--- src/rtl/pipe_ma_pkg.sv ---
// pipe_ma_pkg: shared encodings for the memory-access pipeline stage.
//   rw_e_t     - access kind (none / store / signed load / unsigned load)
//   rw_len_t   - access size (byte / half / word / double)
//   ma_state_t - control FSM states
//   ma_misaligned() - natural-alignment test on the low address bits
package pipe_ma_pkg;

  typedef enum logic [1:0] {
    RW_NONE   = 2'b00,
    RW_STORE  = 2'b01,
    RW_LOAD_S = 2'b10,
    RW_LOAD_U = 2'b11
  } rw_e_t;

  typedef enum logic [1:0] {
    LEN_B = 2'b00,
    LEN_H = 2'b01,
    LEN_W = 2'b10,
    LEN_D = 2'b11
  } rw_len_t;

  typedef enum logic [1:0] {
    ST_IDLE,
    ST_REQ,
    ST_WAIT,
    ST_OUT
  } ma_state_t;

  // True when the address is not a multiple of the access size.
  function automatic logic ma_misaligned(input logic [1:0] len, input logic [2:0] lo);
    logic r;
    case (rw_len_t'(len))
      LEN_B:   r = 1'b0;
      LEN_H:   r = lo[0];
      LEN_W:   r = |lo[1:0];
      default: r = |lo;
    endcase
    return r;
  endfunction

endpackage

--- src/rtl/ma_lane_align.sv ---
// ma_lane_align: combinational lane steering for the MA stage.
//   Store side: st_len_i/st_off_i/st_din_i -> st_wdata_o (shifted, size-masked
//               data) and st_be_o (byte enables).
//   Load side:  ld_len_i/ld_off_i/ld_rdata_i/ld_signed_i -> ld_val_o
//               (extracted, sign- or zero-extended to DATA_L).
module ma_lane_align
  import pipe_ma_pkg::*;
#(
  parameter  int unsigned DATA_L = 64,
  localparam int unsigned NB     = DATA_L / 8,
  localparam int unsigned OFF_W  = $clog2(DATA_L / 8)
) (
  input  logic [1:0]        st_len_i,
  input  logic [OFF_W-1:0]  st_off_i,
  input  logic [DATA_L-1:0] st_din_i,
  output logic [DATA_L-1:0] st_wdata_o,
  output logic [NB-1:0]     st_be_o,
  input  logic [1:0]        ld_len_i,
  input  logic              ld_signed_i,
  input  logic [OFF_W-1:0]  ld_off_i,
  input  logic [DATA_L-1:0] ld_rdata_i,
  output logic [DATA_L-1:0] ld_val_o
);

  // Low (8 << len) bits set. A shift by >= DATA_L yields zero, so a full-width
  // access naturally produces an all-ones mask.
  function automatic logic [DATA_L-1:0] bit_mask(input logic [1:0] len);
    logic [DATA_L-1:0] ones;
    ones = '1;
    return ~(ones << (7'd8 << len));
  endfunction

  function automatic logic [NB-1:0] byte_mask(input logic [1:0] len);
    logic [NB-1:0] ones;
    ones = '1;
    return ~(ones << (4'd1 << len));
  endfunction

  logic [DATA_L-1:0] ld_mask;
  logic [DATA_L-1:0] ld_raw;
  logic              ld_sign;

  always_comb begin
    st_be_o    = byte_mask(st_len_i) << st_off_i;
    st_wdata_o = (st_din_i & bit_mask(st_len_i)) << {st_off_i, 3'b000};
  end

  always_comb begin
    ld_mask  = bit_mask(ld_len_i);
    ld_raw   = (ld_rdata_i >> {ld_off_i, 3'b000}) & ld_mask;
    // mask ^ (mask >> 1) isolates the top bit of the contiguous mask.
    ld_sign  = |(ld_raw & (ld_mask ^ (ld_mask >> 1)));
    ld_val_o = ld_signed_i ? (ld_raw | (~ld_mask & {DATA_L{ld_sign}})) : ld_raw;
  end

endmodule

--- src/rtl/pipe_ma_ctrl.sv ---
// pipe_ma_ctrl: memory-access pipeline stage between EX and WB.
//   in_*   - EX result handshake (valid/ready), access kind/size, address,
//            store data, writeback enable and destination index.
//   mem_*  - request/grant/response memory port; address aligned to DATA_L/8,
//            lane-shifted write data and byte enables.
//   out_*  - WB result handshake, writeback value, misaligned/illegal flag.
//   fwd_*  - MA forwarding path (fwd_idx = 0 when nothing is forwarded).
//   clk, rst - clock and synchronous active-low reset.
module pipe_ma_ctrl
  import pipe_ma_pkg::*;
#(
  parameter int unsigned DATA_L  = 64,
  parameter int unsigned MADDR_L = 32,
  parameter int unsigned IDX_W   = 5
) (
  input  logic                clk,
  input  logic                rst,
  input  logic                in_valid,
  output logic                in_ready,
  input  logic [1:0]          in_rw_e,
  input  logic [1:0]          in_rw_len,
  input  logic [MADDR_L-1:0]  in_addr,
  input  logic [DATA_L-1:0]   in_din,
  input  logic                in_wb_e,
  input  logic [IDX_W-1:0]    in_wb_idx,
  output logic                mem_req,
  output logic                mem_we,
  output logic [MADDR_L-1:0]  mem_addr,
  output logic [DATA_L-1:0]   mem_wdata,
  output logic [DATA_L/8-1:0] mem_be,
  input  logic                mem_gnt,
  input  logic                mem_rvalid,
  input  logic [DATA_L-1:0]   mem_rdata,
  output logic                out_valid,
  input  logic                out_ready,
  output logic                out_wb_e,
  output logic [IDX_W-1:0]    out_wb_idx,
  output logic [DATA_L-1:0]   out_wb_val,
  output logic                out_exc,
  output logic [IDX_W-1:0]    fwd_idx,
  output logic [DATA_L-1:0]   fwd_val
);

  localparam int unsigned NB    = DATA_L / 8;
  localparam int unsigned OFF_W = $clog2(NB);

  ma_state_t          state_q;
  logic [1:0]         len_q;
  logic [OFF_W-1:0]   off_q;
  logic               ld_signed_q;
  logic               wbe_q;

  logic               mem_req_q;
  logic               mem_we_q;
  logic [MADDR_L-1:0] mem_addr_q;
  logic [DATA_L-1:0]  mem_wdata_q;
  logic [NB-1:0]      mem_be_q;

  logic               out_valid_q;
  logic               out_wb_e_q;
  logic [IDX_W-1:0]   out_wb_idx_q;
  logic [DATA_L-1:0]  out_wb_val_q;
  logic               out_exc_q;

  logic               accept;
  logic               in_bad;
  logic               in_wbe;
  logic [OFF_W-1:0]   in_off;
  logic [MADDR_L-1:0] in_maddr;
  logic [DATA_L-1:0]  st_wdata;
  logic [NB-1:0]      st_be;
  logic [DATA_L-1:0]  ld_val;

  always_comb begin
    in_ready = rst & ((state_q == ST_IDLE) | ((state_q == ST_OUT) & out_ready));
    accept   = in_valid & in_ready;
    in_off   = in_addr[OFF_W-1:0];
    in_maddr = in_addr & ~(MADDR_L'(NB - 1));
    in_wbe   = in_wb_e & (in_wb_idx != '0);
    in_bad   = ma_misaligned(in_rw_len, in_addr[2:0]) |
               ((in_rw_len == LEN_D) & (DATA_L == 32));
  end

  // Store lanes come straight from the EX inputs (captured at accept);
  // load lanes use the latched access description against mem_rdata.
  ma_lane_align #(
    .DATA_L (DATA_L)
  ) u_lane (
    .st_len_i    (in_rw_len),
    .st_off_i    (in_off),
    .st_din_i    (in_din),
    .st_wdata_o  (st_wdata),
    .st_be_o     (st_be),
    .ld_len_i    (len_q),
    .ld_signed_i (ld_signed_q),
    .ld_off_i    (off_q),
    .ld_rdata_i  (mem_rdata),
    .ld_val_o    (ld_val)
  );

  always_ff @(posedge clk) begin
    if (!rst) begin
      state_q      <= ST_IDLE;
      len_q        <= '0;
      off_q        <= '0;
      ld_signed_q  <= 1'b0;
      wbe_q        <= 1'b0;
      mem_req_q    <= 1'b0;
      mem_we_q     <= 1'b0;
      mem_addr_q   <= '0;
      mem_wdata_q  <= '0;
      mem_be_q     <= '0;
      out_valid_q  <= 1'b0;
      out_wb_e_q   <= 1'b0;
      out_wb_idx_q <= '0;
      out_wb_val_q <= '0;
      out_exc_q    <= 1'b0;
    end else if (accept) begin
      // Accept from IDLE and back-to-back accept from OUT share this path.
      len_q        <= in_rw_len;
      off_q        <= in_off;
      ld_signed_q  <= (in_rw_e == RW_LOAD_S);
      wbe_q        <= in_wbe;
      out_wb_idx_q <= in_wb_idx;
      out_exc_q    <= 1'b0;
      if (in_rw_e == RW_NONE) begin
        state_q      <= ST_OUT;
        out_valid_q  <= 1'b1;
        out_wb_e_q   <= in_wbe;
        out_wb_val_q <= DATA_L'(in_addr);
      end else if (in_bad) begin
        state_q      <= ST_OUT;
        out_valid_q  <= 1'b1;
        out_wb_e_q   <= 1'b0;
        out_wb_val_q <= '0;
        out_exc_q    <= 1'b1;
      end else begin
        state_q      <= ST_REQ;
        out_valid_q  <= 1'b0;
        out_wb_e_q   <= 1'b0;
        mem_req_q    <= 1'b1;
        mem_we_q     <= (in_rw_e == RW_STORE);
        mem_addr_q   <= in_maddr;
        mem_wdata_q  <= st_wdata;
        mem_be_q     <= st_be;
      end
    end else begin
      case (state_q)
        ST_REQ: begin
          if (mem_gnt) begin
            mem_req_q <= 1'b0;
            if (mem_we_q) begin
              state_q      <= ST_OUT;
              out_valid_q  <= 1'b1;
              out_wb_e_q   <= 1'b0;
              out_wb_val_q <= '0;
            end else begin
              state_q <= ST_WAIT;
            end
          end
        end
        ST_WAIT: begin
          if (mem_rvalid) begin
            state_q      <= ST_OUT;
            out_valid_q  <= 1'b1;
            out_wb_e_q   <= wbe_q;
            out_wb_val_q <= ld_val;
          end
        end
        ST_OUT: begin
          if (out_ready) begin
            state_q     <= ST_IDLE;
            out_valid_q <= 1'b0;
          end
        end
        default: ;
      endcase
    end
  end

  always_comb begin
    mem_req    = mem_req_q;
    mem_we     = mem_we_q;
    mem_addr   = mem_addr_q;
    mem_wdata  = mem_wdata_q;
    mem_be     = mem_be_q;
    out_valid  = out_valid_q;
    out_wb_e   = out_wb_e_q;
    out_wb_idx = out_wb_idx_q;
    out_wb_val = out_wb_val_q;
    out_exc    = out_exc_q;
    fwd_idx    = (out_valid_q & out_wb_e_q) ? out_wb_idx_q : '0;
    fwd_val    = out_wb_val_q;
  end

endmodule

--- config.mk ---
export PLATFORM = sky130hd
export DESIGN_NAME = pipe_ma_ctrl
export DESIGN_NICKNAME = d
export VERILOG_FILES = /design/src/rtl/pipe_ma_pkg.sv /design/src/rtl/ma_lane_align.sv /design/src/rtl/pipe_ma_ctrl.sv
export SDC_FILE = /design/constraint.sdc
export NUM_CORES = 1
export LEC_CHECK = 0
export BUFFER_PORTS_ARGS = -buffer_cell sky130_fd_sc_hd__buf_2
export CORE_AREA = 2 2 174 176
export DETAILED_ROUTE_END_ITERATION = 16
export DIE_AREA = 0 0 176 178
export PLACE_DENSITY = 0.71
export SYNTH_ARGS = -nofsm -noshare
export SYNTH_HDL_FRONTEND = slang
export SYNTH_SLANG_ARGS = --single-unit
--- constraint.sdc ---
create_clock -name clk -period 2.8 [get_ports clk]
set_clock_uncertainty 0.05 [all_clocks]
set_input_delay 0.56 -clock clk [delete_from_list [all_inputs] [get_ports clk]]
set_output_delay 0.56 -clock clk [all_outputs]
set_load 0.01 [all_outputs]
# After elaboration in Yosys (flattened, before gate mapping)
# Cells that the tools add are included.
# totals
register_bits	184
latchBits	0
ram_bits	0
romBits	0
input_bits	176
out_inout_bits	248
word_cells	111
n_memories	0
# classes
n_addsub	0
multipliers	0
div	0
order_cmp	0
eq_ne	14
shifts	9
n_mux	38
bitwise	18
n_reduce_logical	17
# op_table
op	n
64-bit 2-to-1 mux	7
64-bit AND	4
64-bit inverter	3
64-bit one-hot mux with 2 select lines	1
64-bit by 7-bit << shifter with 64-bit output, first input constant	2
64-bit OR	1
64-bit OR reduction	1
64-bit by 6-bit << shifter with 64-bit output	1
64-bit by 6-bit >> shifter with 64-bit output	1
64-bit by 63-bit XOR with 64-bit output	1
1-bit 2-to-1 mux	19
4-bit by 2-bit << shifter with 7-bit output, first input constant	2
2-bit 2-to-1 mux	6
3-bit inequality test, second input constant	4
4-bit AND reduction	3
5-bit AND reduction	2
2-bit == test, second input constant	4
8-bit inverter	1
8-bit by 3-bit << shifter with 8-bit output	1
8-bit by 4-bit << shifter with 8-bit output, first input constant	1
2-bit by 1-bit == test with 1-bit output, second input constant	3
2-bit logical NOT	3
1-bit one-hot mux with 3 select lines	2
2-bit one-hot mux with 3 select lines	1
other kinds (15)	22

# Depth between registers and ports, before layout
# Gate-level depths: netlist (run 1).
# logic_depth
depth_word	12
depth_mapped	10
depth_no_buf	7

# By module
# A second synthesis (run 1) with hierarchy kept.
# hier_totals
cells_unflattened	1587
hier_area_um2	11959.0
# by_module_without_submodules
mod	n_inst	cells_per_inst	area_each_um2	seq_area_each_um2
pipe_ma_ctrl	1	937	8086.5	3683.5
ma_lane_align	1	650	3872.5	0.0

# Least setup slack after synthesis (run 1)
# OpenSTA, ideal clock, no wires.
# synth_path
path_type	input to output
from	in rst
to	out in_ready
t_arrival_ns	1.480
t_required_ns	2.190
path_slack_ns	0.710
cell_stages	5
n_path_buf	3
path_cell_list	buf_2 -> inv_2 -> clkbuf_1 -> clkbuf_1 -> nor2_1
# synth_via
elab_chain_cells	1
# synth_lines
item	line_no	source
from (decl)	pipe_ma_ctrl.sv:17	input logic rst,
1-bit AND	pipe_ma_ctrl.sv:75	in_ready = rst & ((state_q == ST_IDLE) | ((state_q == ST_OUT) & out_ready));
to (decl)	pipe_ma_ctrl.sv:19	output logic in_ready,
# No other way between the ends.

# Worst setup path after layout (run 1)
# layout_path
from	reg state_q[0]
to	reg out_wb_val_q[30], in the netlist fwd_val[30]
# layout_via
elab_chain_cells	7
word_cells_on_any_way	16
classes_between	eq/ne (7); mux (2); bitwise (4); reduce/logical (3)
# layout_lines
item	line_no	source
from (decl)	pipe_ma_ctrl.sv:47	ma_state_t state_q;
from (signal assigned)	pipe_ma_ctrl.sv:103	state_q <= ST_IDLE;
from (signal assigned)	pipe_ma_ctrl.sv:127	state_q <= ST_OUT;
from (signal assigned)	pipe_ma_ctrl.sv:132	state_q <= ST_OUT;
2-bit == test	pipe_ma_ctrl.sv:75	
1-bit AND	pipe_ma_ctrl.sv:75	
1-bit OR	pipe_ma_ctrl.sv:75	
1-bit AND	pipe_ma_ctrl.sv:75	
1-bit AND	pipe_ma_ctrl.sv:76	accept = in_valid & in_ready;
3-bit by 1-bit inequality test with 1-bit output (no source line), or another cell as far along	-	
5-bit AND reduction (no source line)	-	
to (signal assigned)	pipe_ma_ctrl.sv:130	out_wb_val_q <= DATA_L'(in_addr);
to (signal assigned)	pipe_ma_ctrl.sv:167	out_wb_val_q <= ld_val;
to (decl)	pipe_ma_ctrl.sv:62	logic [DATA_L-1:0] out_wb_val_q;
# Parallel ways exist; a longest one is shown, timed or not.
# A chain may end at the register's enable or synchronous reset.

==> reports/metrics.yaml, run 1 <==
hold_path.class: "input pin to flip-flop"
status: "finished, final reports clean"
r2r_slack_ns: 0.22
grt-ovfl-total: 0
routed_via_density: 5.77
yosys_warnings: 0
powerDensity_nw_per_um2: 620
yosys_most_used_dff: "dfxtp_1"
std_cell_rows: 63
nFillCells: 2904
whs_ns: 0.282
start_kind: "flip-flop"
grt_pass1_wl_um: 66800
synth_edf_count: 0
die_w_um: 176
area_growth_pct: 21.6
hold_viol: 0
synth_area_leader_cell: "dfxtp_1"
hold_start: "in_wb_idx[4]"
tightest_slew_ns: 1.10
end_kind: "flip-flop"
grt_pass1_vias: 10947
dieArea_um2: 31300
fin_tns_setup_ns: 0
drtIter0Drc: 1045
place_congestion: 0.966
tritoncts: "built"
yosys_register_bits: 184
numCtsBuffers: 17
period_needed_ns: 2.58
crit_arrival_ns: 2.91
rsz0062_at_grt: "no"
clk_pin_slew_ns: 0.07
dp_hpwl_um: 35200
holdPathStages: 3
max_slew_margin_pct: 26.8
cts_resized: 0
io_pins: 424
ys_types: 67
fmax_mhz: 388
finalCritPeriodShare_pct: 92.0
r2r-end: "fwd_val[30]$_SDFFE_PN0P_"
vias: 11974
crit_fanout: 9
netlist_area_um2: 11600
yosysSeqAreaShare_pct: 31.8
cts_setup_buffers: 0
grt_antenna_before_repair: 4
final_nets: 1848
finalWirelength_um: 46100
grt_max_degree: 97
yosys-top-cells-area: "dfxtp_1 (32%), mux2i_1 (6.3%), a21oi_1 (6.2%)"
layout-drive-gt1-share_pct: 36.5
core_area_um2: 29400
maxSlewViolCount: 0
syn_area_per_cell_um2: 8.39
wl_per_cell_um: 22.2
postRouteAntennaNets: 0
reg2regPathDepth: 7
p_leak_nw: 6.20
finalSetupViolations: 0
dr.pass1.iters: 5
initial_core_util_pct: 39.4
cts_root_buf: "clkbuf_16"
yosysTopAreaCellShare_pct: 31.8
postCtsHoldBufs: 0
layout.cells.non_filler: 2075
cts.sinks: 184
synth-async-reset-ratio_pct: 0
critPathKind: "flip-flop to flip-flop"
dp_cells: 2039
drv_cap: 0
clock_path_buffers: 2
track_usage_pct: 28.1
cts_max_level: 4
clock_latency_ns: 0.43
io_buffer_count: 420
drc: 0
r2r_start: "state_q[0]$_SDFFE_PN0P_"
vdd_drop_max_mv: 0.543
syn-instance-count: 1381
die_y_um: 178
min_to: "out_wb_idx[4]$_SDFFE_PN0P_"
crit_required_ns: 3.13
==> cell type report <==
| class | count | area (um2) | area share, % |
|---|---|---|---|
| Antenna cell | 5 | 12.5 | 0.0888 |
| Clock buffer | 18 | 439 | 3.12 |
| Clock inverter | 13 | 131 | 0.933 |
| Inverter | 15 | 57.6 | 0.409 |
| Multi-Input combinational cell | 987 | 6770 | 48.0 |
| Sequential cell | 184 | 3690 | 26.2 |
| Tap cell | 390 | 488 | 3.46 |
| Timing Repair Buffer | 463 | 2500 | 17.8 |
==> critical path: stages (launching register included) <==
cell     delay (ns)
dfxtp_1        0.42
inv_1          0.09
ha_1           0.24
nor2b_1        0.18
nor3_2         0.55
nand3_1        0.49
a21oi_1        0.34
o31a_1         0.16
==> synthesized netlist by cell type, drive strengths merged (2+ instances only) <==
master,count
nand2b,5
a21oi,145
o31ai,34
o22ai,5
inv,15
a32o,3
o211ai,13
nand2,169
a211oi,8
a2bb2oi,17
clkbuf,76
nand3b,9
ha,4
or3,18
o31a,9
mux2i,73
a21boi,10
nor4,2
o21a,16
a221oi,14
nor2,75
or2,4
o221ai,9
nor3,24
a21o,10
a311oi,8
dfxtp,184
nor2b,18
o22a,5
mux4,22
and2,7
and3,6
a211o,8
a22o,15
o2bb2ai,4
o221a,8
buf,121
nand3,60
a22oi,19
o211a,9
o21ai,82
mux2,33
==> where the power goes <==
group,internal [mW],switching [mW]
clock network,1.21,1.22
logic,1.22,1.97
registers,2.86,0.251
==> stage by stage <==
stage	total power, mW	utilization, %	setup slack (ns)	instance area, um2
global route	9.16	47.9	0.106	14100
global placement	6.26	45.9	0.140	13500
detailed placement	6.31	45.9	0.0805	13500
finish	8.73	47.9	0.225	14100
floorplan	5.25	-	0.710	11600
CTS	8.75	47.9	0.0521	14100
==> kinds of logic (layout without fill, tap and decap cells) <==
| group | after synthesis | in the layout | share of synthesized area (%) |
|---|---|---|---|
| and+or+nand+nor | 398 | 398 | 15.9 |
| other | 1 | 8 | 0.0324 |
| buffers and inverters | 212 | 509 | 10.2 |
| adders and majority gates | 4 | 4 | 0.432 |
| DFF | 184 | 184 | 31.8 |
| muxes | 128 | 128 | 13.9 |
| AOI/OAI and AO/OA | 454 | 454 | 27.7 |
==> sequential cells by signal, summed over array words and instances (netlist names), 2 cells and up <==
register / cells
out_wb_idx: 5
mem_be: 8
mem_addr: 29
len_q: 2
fwd_val: 64
state_q: 2
mem_wdata: 64
off_q: 3
==> worst max-delay path by stage <==
stage / from / end / slack [ns] / cells past startpoint
2_1_floorplan: rst / in_ready / 0.71 / 5
3_3_place_gp: out_ready / fwd_val[31]$_SDFFE_PN0P_ / 0.14 / 7
3_5_place_dp: state_q[0]$_SDFFE_PN0P_ / fwd_val[22]$_SDFFE_PN0P_ / 0.08 / 7
4_1_cts: state_q[0]$_SDFFE_PN0P_ / fwd_val[22]$_SDFFE_PN0P_ / 0.05 / 7
5_1_grt: state_q[0]$_SDFFE_PN0P_ / fwd_val[30]$_SDFFE_PN0P_ / 0.11 / 7
6_report: state_q[0]$_SDFFE_PN0P_ / fwd_val[30]$_SDFFE_PN0P_ / 0.22 / 7
==> per-layer routing <==
layer | share of wire, % | vias up | GRT usage [%]
li1 | - | 5541 | -
met1 | 41 | 5742 | 37.2
met2 | 47 | 621 | 44.6
met3 | 8.7 | 70 | 5.86
met4 | 3.0 | 0 | 12.1
met5 | 0 | - | 0
==> cell usage in the layout, fill, tap and decap left out, drive strengths merged, types with 22 or more instances in the layout <==
master	n
inv	22
a21oi	145
o31ai	34
mux4	22
dfxtp	184
nor2	75
mux2i	73
nand3	60
o21ai	82
mux2	33
buf	463
nor3	24
nand2	169
No activity file was read; power rests on OpenSTA's default activity.
==> run 2: changes to the inputs <==
==> constraint.sdc (replaced) <==
create_clock -name clk -period 2.8 [get_ports clk]
set_clock_uncertainty 0.05 [all_clocks]
set_input_delay 0.14 -clock clk [delete_from_list [all_inputs] [get_ports clk]]
set_output_delay 0.14 -clock clk [all_outputs]
set_load 0.01 [all_outputs]
==> run 2 against run 1 <==
Against the previous run:
- wire length is 0.21% higher
- cell count is 2.5% higher
- setup slack worse by 0.036 ns
- sequential share of layout area is 0.90 points lower
- total power is 0.25% higher
- non-clock buffer count is 53 higher
- critical path type unchanged
==> reports/metrics.yaml, run 2 (synthesis gave the netlist of run 1 again) <==
drtIter0Drc: 1376
start_kind: "flip-flop"
reg2regPathDepth: 7
initial_core_util_pct: 39.4
power.internal_mw: 5.33
grt_pass1_wl_um: 67300
core_area_um2: 29400
die_y_um: 178
layout-drive-gt1-share_pct: 35.4
finalWirelength_um: 46200
grt-ovfl-total: 0
grt_max_degree: 71
status: "finished, final reports clean"
max_stage_delay_ns: 0.55
finalSetupViolations: 0
cts_root_buf: "clkbuf_16"
maxSlewViolCount: 0
clkPwrFrac_pct: 28.0
track_usage_pct: 28.1
power.switching_mw: 3.43
hold_start: "in_rw_len[0]"
clock_path_buffers: 2
p_leak_nw: 6.43
r2r-end: "fwd_val[15]$_SDFFE_PN0P_"
grt_pass1_vias: 11133
r2r_start: "state_q[0]$_SDFFE_PN0P_"
holdPathStages: 3
crit_chain: "inv_1, ha_1, a21o_1, a21boi_1, o21ai_0, o31ai_1, o221a_1"
finalCritPeriodShare_pct: 93.3
tritoncts: "built"
cp_top_family: "compound AO/OA/AOI/OAI gates"
dp_hpwl_um: 34800
max_slew_margin_pct: 30.0
rsz0062_at_grt: "no"
p_seq_share_pct: 35.6
period_needed_ns: 2.61
crit_arrival_ns: 2.94
numCtsBuffers: 17
combPwrFrac_pct: 36.5
powerDensity_nw_per_um2: 600
tightest_slew_ns: 1.04
p_sw_share_pct: 39.1
crit_required_ns: 3.13
p_total_mw: 8.75
final_nets: 1901
place_congestion: 0.991
nFillCells: 2823
crit_slowest_cell: "o21ai_0"
die_w_um: 176
drc: 0
hold_path.class: "input pin to flip-flop"
postCtsHoldBufs: 52
end_kind: "flip-flop"
final_cell_mix: "buf_2 (418), dfxtp_1 (182), nand2_1 (169)"
io_pins: 424
cts_setup_buffers: 0
routed_via_density: 5.75
cts_resized: 0
vdd_drop_max_mv: 0.530
clk_pin_slew_ns: 0.08
drv_cap: 0
final_common_cell: "buf_2"
clock_latency_ns: 0.43
fin_tns_setup_ns: 0
critical_path_buf_inv_count: 1
startpoint: "state_q[0]$_SDFFE_PN0P_"
io_buffer_count: 420
critPathKind: "flip-flop to flip-flop"
dieArea_um2: 31300
hold_viol: 0
postRouteAntennaNets: 0
wl_per_cell_um: 21.7
grt_antenna_before_repair: 2
cts_max_level: 4
vias: 12223
dr.pass1.iters: 5
std_cell_rows: 63
fmax_mhz: 383
cts.sinks: 184
area_growth_pct: 25.9
r2r_slack_ns: 0.19
crit_fanout: 8
min_to: "len_q[0]$_SDFFE_PN0P_"
## run 2: cell types whose count changed in the layout (fill, tap and decap cells not counted), moves of 2 or more
cell,delta
buf_12,-2
buf_4,+3
clkinv_2,+3
clkinvlp_4,-2
diode_2,-3
dlygate4sd3_1,+52
inv_6,+2
## run 2: layer usage
metal	GRT usage, %	wire length, um	vias to the layer above
met1	38.0	19600	5843
met4	10.5	1560	0
met3	5.05	3720	101
met5	0	0	-
met2	44.8	21300	622
li1	-	-	5657
## run 2: how the worst max path moves through the flow
stage                                     to  slack [ns]  cells after the start
detailed placement  fwd_val[22]$_SDFFE_PN0P_        0.35                      8
finish              fwd_val[15]$_SDFFE_PN0P_        0.19                      7
floorplan           fwd_val[22]$_SDFFE_PN0P_        0.72                      8
global placement    fwd_val[15]$_SDFFE_PN0P_        0.41                      7
global route         fwd_val[9]$_SDFFE_PN0P_         0.1                      7
CTS                      mem_we$_SDFFE_PN0P_        0.32                      7
## run 2: area by class of cell
class / instances / area, um2 / share of cell area [%]
clock inverter: 14 / 129 / 0.883
clock buffer: 18 / 450 / 3.09
timing repair buffer: 516 / 3010 / 20.6
tap: 390 / 488 / 3.34
inverter: 15 / 57.6 / 0.395
sequential: 184 / 3690 / 25.3
antenna: 2 / 5.00 / 0.0343
multi-input combinational: 987 / 6760 / 46.4
## run 2: power groups by stage
stage / Sequential, mW / Clock, mW / Combinational (mW)
floorplan: 3.16 / 0 / 2.08
finish: 3.11 / 2.45 / 3.19
global placement: 3.16 / 0 / 3.03
CTS: 3.11 / 2.49 / 3.14
global route: 3.14 / 2.61 / 3.43
detailed placement: 3.17 / 0 / 3.07
## run 2: per-stage QoR
stage	util (%)	hold slack [ns]	instance area [um2]	std cells	setup slack, ns
3_5_place_dp	45.9	0.293	13500	2040	0.346
3_3_place_gp	45.9	0.287	13500	2040	0.413
2_1_floorplan	-	0.187	11600	1383	0.722
6_report	49.6	0.0720	14600	2126	0.188
5_1_grt	49.6	0.0873	14600	2126	0.0969
4_1_cts	49.6	0.0523	14600	2124	0.319
## run 2: worst reg2reg max path, delay by kind of cell, from the launching register on
family / cells / cell delay [ns]
flip-flops: 1 / 0.41
buffers and inverters: 1 / 0.08
adder cells (fa/ha/maj): 1 / 0.23
AO/OA/AOI/OAI: 5 / 1.80
